File: config.mk
export PLATFORM = sky130hd
export DESIGN_NAME = pwd_seq_ctrl
export DESIGN_NICKNAME = d
export VERILOG_FILES = /design/src/rtl/lock_pkg.sv /design/src/rtl/lockout_timer.sv /design/src/rtl/pwd_seq_ctrl.sv
export SDC_FILE = /design/constraint.sdc
export NUM_CORES = 1
export LEC_CHECK = 0
export BUFFER_PORTS_ARGS = -buffer_cell sky130_fd_sc_hd__buf_2
export CAP_MARGIN = 30
export CORE_UTILIZATION = 48
export CTS_CLUSTER_SIZE = 28
export DETAILED_ROUTE_END_ITERATION = 8
export PLACE_DENSITY = 0.65
export SLEW_MARGIN = 20
export SYNTH_ARGS = -nofsm -noshare
export SYNTH_HDL_FRONTEND = slang
export SYNTH_SLANG_ARGS = --single-unit
File: constraint.sdc
create_clock -name clk -period 2.9 [get_ports clk]
set_input_delay 0.435 -clock clk [delete_from_list [all_inputs] [get_ports clk]]
set_output_delay 0.435 -clock clk [all_outputs]
set_load 0.05 [all_outputs]
File: src/rtl/lock_pkg.sv
// Shared definitions for the combination-lock design: FSM state encoding, digit width,
// and small display-decoding helpers used by the LED / seven-segment drivers.
package lock_pkg;

  localparam int unsigned DIGIT_W = 4;

  typedef enum logic [2:0] {
    StIdle    = 3'd0,
    StCheck   = 3'd1,
    StOpen    = 3'd2,
    StChg     = 3'd3,
    StLockout = 3'd4
  } lock_state_e;

  // Active-high segments, bit 0 = a ... bit 6 = g. Letters: L, C, O, H, A, '-'.
  function automatic logic [6:0] state_to_seg(logic [2:0] st);
    logic [6:0] seg;
    case (st)
      3'd0:    seg = 7'b0111000;
      3'd1:    seg = 7'b0111001;
      3'd2:    seg = 7'b0111111;
      3'd3:    seg = 7'b1110110;
      3'd4:    seg = 7'b1110111;
      default: seg = 7'b1000000;
    endcase
    return seg;
  endfunction

  // Thermometer code for a three-LED attempts bar.
  function automatic logic [2:0] tries_to_leds(logic [2:0] n);
    return {n >= 3'd3, n >= 3'd2, n >= 3'd1};
  endfunction

endpackage

File: src/rtl/lockout_timer.sv
// Loadable down-counter that saturates at zero; done_o flags the zero count.
module lockout_timer #(
  parameter int unsigned  LOCK_CYCLES = 50_000_000,
  localparam int unsigned CntW        = $clog2(LOCK_CYCLES)
) (
  input  logic            clk_i,
  input  logic            rst_ni,
  input  logic            load_i,
  input  logic [CntW-1:0] load_val_i,
  output logic            done_o
);

  logic [CntW-1:0] cnt_q, cnt_d;

  always_comb begin
    cnt_d = cnt_q;
    if (load_i) begin
      cnt_d = load_val_i;
    end else if (cnt_q != '0) begin
      cnt_d = cnt_q - 1'b1;
    end
  end

  always_ff @(posedge clk_i or negedge rst_ni) begin
    if (!rst_ni) begin
      cnt_q <= '0;
    end else begin
      cnt_q <= cnt_d;
    end
  end

  assign done_o = (cnt_q == '0);

endmodule

File: src/rtl/pwd_seq_ctrl.sv
// Password sequencer: collects DIGITS nibbles per entry, compares to the stored password,
// counts failed attempts, enforces a timed lockout and supports password change when open.
module pwd_seq_ctrl
  import lock_pkg::*;
#(
  parameter int unsigned               DIGITS      = 4,
  parameter int unsigned               ATTEMPTS    = 3,
  parameter int unsigned               LOCK_CYCLES = 50_000_000,
  parameter logic [DIGIT_W*DIGITS-1:0] DEFAULT_PWD = 16'h1234
) (
  input  logic         clk,
  input  logic         rst,
  input  logic         key_pulse,
  input  logic [3:0]   code,
  input  logic         mode,
  output logic         unlocked,
  output logic         alarm,
  output logic [2:0]   tries_left,
  output logic [2:0]   digit_cnt,
  output logic [2:0]   state
);

  localparam int unsigned PwdW     = DIGIT_W * DIGITS;
  localparam int unsigned CntW     = $clog2(LOCK_CYCLES);
  localparam logic [2:0]  LastDig  = 3'(DIGITS - 1);
  localparam logic [2:0]  AttMax   = 3'(ATTEMPTS);

  lock_state_e     state_q, state_d;
  logic [PwdW-1:0] pwd_q, pwd_d;
  logic [PwdW-1:0] buf_q, buf_d;
  logic [2:0]      cnt_q, cnt_d;
  logic [2:0]      tries_q, tries_d;
  logic            unlocked_q, alarm_q;
  logic            timer_load, timer_done;
  logic [PwdW-1:0] buf_shift;

  // New digit enters at the LSB so the first-entered digit ends up most significant.
  assign buf_shift = PwdW'({buf_q, code});

  lockout_timer #(
    .LOCK_CYCLES (LOCK_CYCLES)
  ) u_lockout_timer (
    .clk_i      (clk),
    .rst_ni     (rst),
    .load_i     (timer_load),
    .load_val_i (CntW'(LOCK_CYCLES - 1)),
    .done_o     (timer_done)
  );

  always_comb begin
    state_d    = state_q;
    pwd_d      = pwd_q;
    buf_d      = buf_q;
    cnt_d      = cnt_q;
    tries_d    = tries_q;
    timer_load = 1'b0;
    case (state_q)
      StIdle: begin
        if (key_pulse) begin
          buf_d = buf_shift;
          cnt_d = cnt_q + 3'd1;
          if (cnt_q == LastDig) begin
            state_d = StCheck;
          end
        end
      end
      StCheck: begin
        buf_d = '0;
        cnt_d = '0;
        if (buf_q == pwd_q) begin
          state_d = StOpen;
          tries_d = AttMax;
        end else if (tries_q > 3'd1) begin
          state_d = StIdle;
          tries_d = tries_q - 3'd1;
        end else begin
          state_d    = StLockout;
          tries_d    = '0;
          timer_load = 1'b1;
        end
      end
      StOpen: begin
        if (key_pulse) begin
          state_d = mode ? StChg : StIdle;
        end
      end
      StChg: begin
        // Dropping mode aborts even if a digit is confirmed in the same cycle.
        if (!mode) begin
          state_d = StOpen;
          buf_d   = '0;
          cnt_d   = '0;
        end else if (key_pulse) begin
          if (cnt_q == LastDig) begin
            state_d = StIdle;
            pwd_d   = buf_shift;
            buf_d   = '0;
            cnt_d   = '0;
            tries_d = AttMax;
          end else begin
            buf_d = buf_shift;
            cnt_d = cnt_q + 3'd1;
          end
        end
      end
      StLockout: begin
        if (timer_done) begin
          state_d = StIdle;
          tries_d = AttMax;
        end
      end
      default: begin
        state_d = StIdle;
        buf_d   = '0;
        cnt_d   = '0;
      end
    endcase
  end

  always_ff @(posedge clk or negedge rst) begin
    if (!rst) begin
      state_q    <= StIdle;
      pwd_q      <= DEFAULT_PWD;
      buf_q      <= '0;
      cnt_q      <= '0;
      tries_q    <= AttMax;
      unlocked_q <= 1'b0;
      alarm_q    <= 1'b0;
    end else begin
      state_q    <= state_d;
      pwd_q      <= pwd_d;
      buf_q      <= buf_d;
      cnt_q      <= cnt_d;
      tries_q    <= tries_d;
      unlocked_q <= (state_d == StOpen);
      alarm_q    <= (state_d == StLockout);
    end
  end

  assign unlocked   = unlocked_q;
  assign alarm      = alarm_q;
  assign tries_left = tries_q;
  assign digit_cnt  = cnt_q;
  assign state      = state_q;

endmodule

==> flow_summary_export.csv <==
group,metric,value,unit
die,core,6870,sq um
die,dieArea,7560,sq um
clock_tree,cts_tree,"yes",
sta,slew_headroom,0.477,
layout,final_cell_mix,"dfrtp_1 (62), xnor2_1 (26), nand2_1 (22)",
worst_setup_path,worstPathCellList,"inv_1 > ha_1 > or3b_1 > o31ai_4 > nor3_1 > or3b_1",
worst_setup_path,crit_path_top_delay_cell,"o31ai_4",
worst_setup_path,critPathLaunchType,"register",
global_routing,grt_pass1_vias,2288,
clock_tree,path_clk_slew,70,ps
global_routing,grt_max_degree,33,
die,row_count,30,
worst_setup_path,cp-end-kind,"register",
synthesis,synth_edf_count,0,
sta,rsz0062_at_grt,"false",
clock_tree,cts.sinks,69,
clock_tree,cts_resized,0,
run,max_cap_violations,0,
run_status,status,"completed",
sta,setup_tns,0,ps
worst_setup_path,cp_common_cell,"or3b_1",
clock_tree,postCtsSetupRepairBufs,0,
power,power_leakage,1.70,nW
route,route.detailed.drc,0,
global_routing,antenna_found_initial,0,
layout,multiInputGateArea,1630,sq um
layout,stdcell_area,3820,sq um
power,total_power,3.46,mW
sta,worstMarginPinSlew,785,ps
route,vias_per_cell,5.46,
sta,fin_crit_sh,0.840,
worst_setup_path,rrSetupSlack,460,ps
sta,max_freq,0.410,GHz
layout,n_fill_cell,606,
synthesis,ys_seq_area_frac,0.501,
worst_setup_path,crit_family,"simple AND/OR/NAND/NOR gates",
route,initialDrtViolationCount,85,
place,placedCellCount,415,
layout,drive_above_1_share,0.215,
synthesis,synthesis.area,3460,sq um
sta,timing.final.ws_setup,463,ps
place,portBuffers,18,
layout,final-instance-count-excl-fill,431,
synthesis,synth_ff_type,"dfrtp_1",
synthesis,synth_nets,322,
route,drt_first_pass_iters,4,
layout,area_growth,10.5,%
worst_setup_path,crit_required,3110,ps
clock_tree,h-tree-depth,3,
route,vias,2352,
synthesis,synth_area_per_cell,11.2,sq um
worst_setup_path,r2r-end,"u_lockout_timer.cnt_q[5]",
sta,finalClockSkew,6.08,ps
clock_tree,cts_buffer_depth,2,
min_path,hold_class,"primary input to asynchronous set/reset pin",
synthesis,yosys_warnings,0,
route,avgRoutedWirePerCell,14.5,microns
die,dieHeight,86.9,microns
die,initial_core_util,0.504,
route,routed_wl,6270,microns
layout,layout_commonest_cell,"dfrtp_1",
worst_setup_path,rr_startpoint,"u_lockout_timer.cnt_q[0]",
clock_tree,numCtsBuffers,9,
worst_setup_path,slowest_delay,570,ps
die,die_w,86.9,microns
sta,period_needed,2440,ps
worst_setup_path,cp.arrival,2640,ps
power,ir_drop,660,uV
layout,antennaDiodeCount,0,
route,ant_nets,0,
die,pin_count,19,
clock_tree,clock_latency,330,ps
worst_setup_path,worst-setup-path-type,"register to register",
sta,slew_violations,0,
clock_tree,cts_root_buffer,"clkbuf_8",
synthesis,ys_ff_latch,69,
place,dpl_cell_area,3650,sq um
layout,final_util,0.557,
sta,hold_viol_final,0,
synthesis,syn_inst,308,
global_routing,grt_overflow,0,
worst_setup_path,worstPathMaxFanout,13,
global_routing,track_usage,0.185,
place,dp_slack,463,ps
clock_tree,postCtsHoldBufs,0,
worst_setup_path,path_buf_inv,1,
place,hpwl,4230,microns
sta,finalSetupViolCount,0,
worst_setup_path,rr_worst_depth,6,
sta,hold_ws,33.8,ps
synthesis,synthArstFlopShare,1.00,
synthesis,synth_cell_types,51,
layout,seqCellArea,1740,sq um
place,place_congestion,0.776,
global_routing,grt_pass1_wl,10500,microns
power,power.density,905,nW/um^2
layout,fin_nets,344,
## registers in the layout (all words and copies together), names as in the netlist
signal                 cells
u_lockout_timer.cnt_q     26
unlocked                   1
buf_q                     16
tries_left                 3
digit_cnt                  3
pwd_q                     16
state                      3
alarm                      1
## routing by layer
layer | up-vias | routed length (microns) | global-route usage
met5 | - | 0 | 0
met1 | 1157 | 2990 | 0.239
met4 | 0 | 53 | 0.0636
met3 | 5 | 218 | 0.0597
li1 | 1162 | - | -
met2 | 28 | 3000 | 0.293
## synthesized netlist by cell type, drive strengths merged, types with 5 or more instances
| library cell | number | share of area |
|---|---|---|
| dfrtp | 62 | 0.45 |
| xnor2 | 26 | 0.066 |
| nand2 | 23 | 0.027 |
| a22o | 19 | 0.048 |
| nor2 | 18 | 0.020 |
| mux2 | 17 | 0.055 |
| nand4 | 9 | 0.016 |
| a21oi | 8 | 0.012 |
| buf | 8 | 0.013 |
| inv | 8 | 0.0087 |
| nand3 | 8 | 0.012 |
| o21ai | 8 | 0.012 |
| dfstp | 7 | 0.053 |
| nor4 | 7 | 0.027 |
| ha | 6 | 0.022 |
| nor3 | 6 | 0.0087 |
| xor2 | 6 | 0.015 |
| a211oi | 5 | 0.012 |
| clkbuf | 5 | 0.0054 |
| nand2b | 5 | 0.0090 |
| o31ai | 5 | 0.015 |
| or4 | 5 | 0.011 |
## how the worst max path moves through the flow
stage	from	cells after the start	end	slack (ps)
floorplan	digit_cnt[0]	6	pwd_q[10]	590
global placement	u_lockout_timer.cnt_q[0]	6	u_lockout_timer.cnt_q[5]	580
detailed placement	u_lockout_timer.cnt_q[0]	6	u_lockout_timer.cnt_q[5]	460
CTS	u_lockout_timer.cnt_q[0]	6	u_lockout_timer.cnt_q[5]	470
global route	u_lockout_timer.cnt_q[0]	6	u_lockout_timer.cnt_q[5]	320
finish	u_lockout_timer.cnt_q[0]	6	u_lockout_timer.cnt_q[5]	460
## cell type report
cell class                 instances  share of cell area
inverter                           8             0.00785
tap                               96              0.0314
multi-input combinational        218               0.427
sequential                        69               0.454
timing repair buffer              24              0.0353
clock buffer                      14              0.0425
clock inverter                     2             0.00262
## power by group
part,internal [mW],switching [mW]
sequential,1.23,0.304
clock,0.356,0.330
combinational,0.506,0.740
## logic make-up after synthesis
logic type	count (synthesis)	share of synthesized area
muxes	21	0.0669
adders and majority gates	6	0.0217
AOI/OAI and AO/OA	57	0.128
buffers and inverters	21	0.0275
xor gates and xnor gates	32	0.0810
DFF	69	0.501
and+or+nand+nor	102	0.174
## worst register-to-register path, cell delays in order, from the launching register on
cell and delay (ps):
dfrtp_1 410, inv_1 100, ha_1 220, or3b_1 560, o31ai_4 580, nor3_1 80
or3b_1 360
No activity file was read; power rests on OpenSTA's default activity.
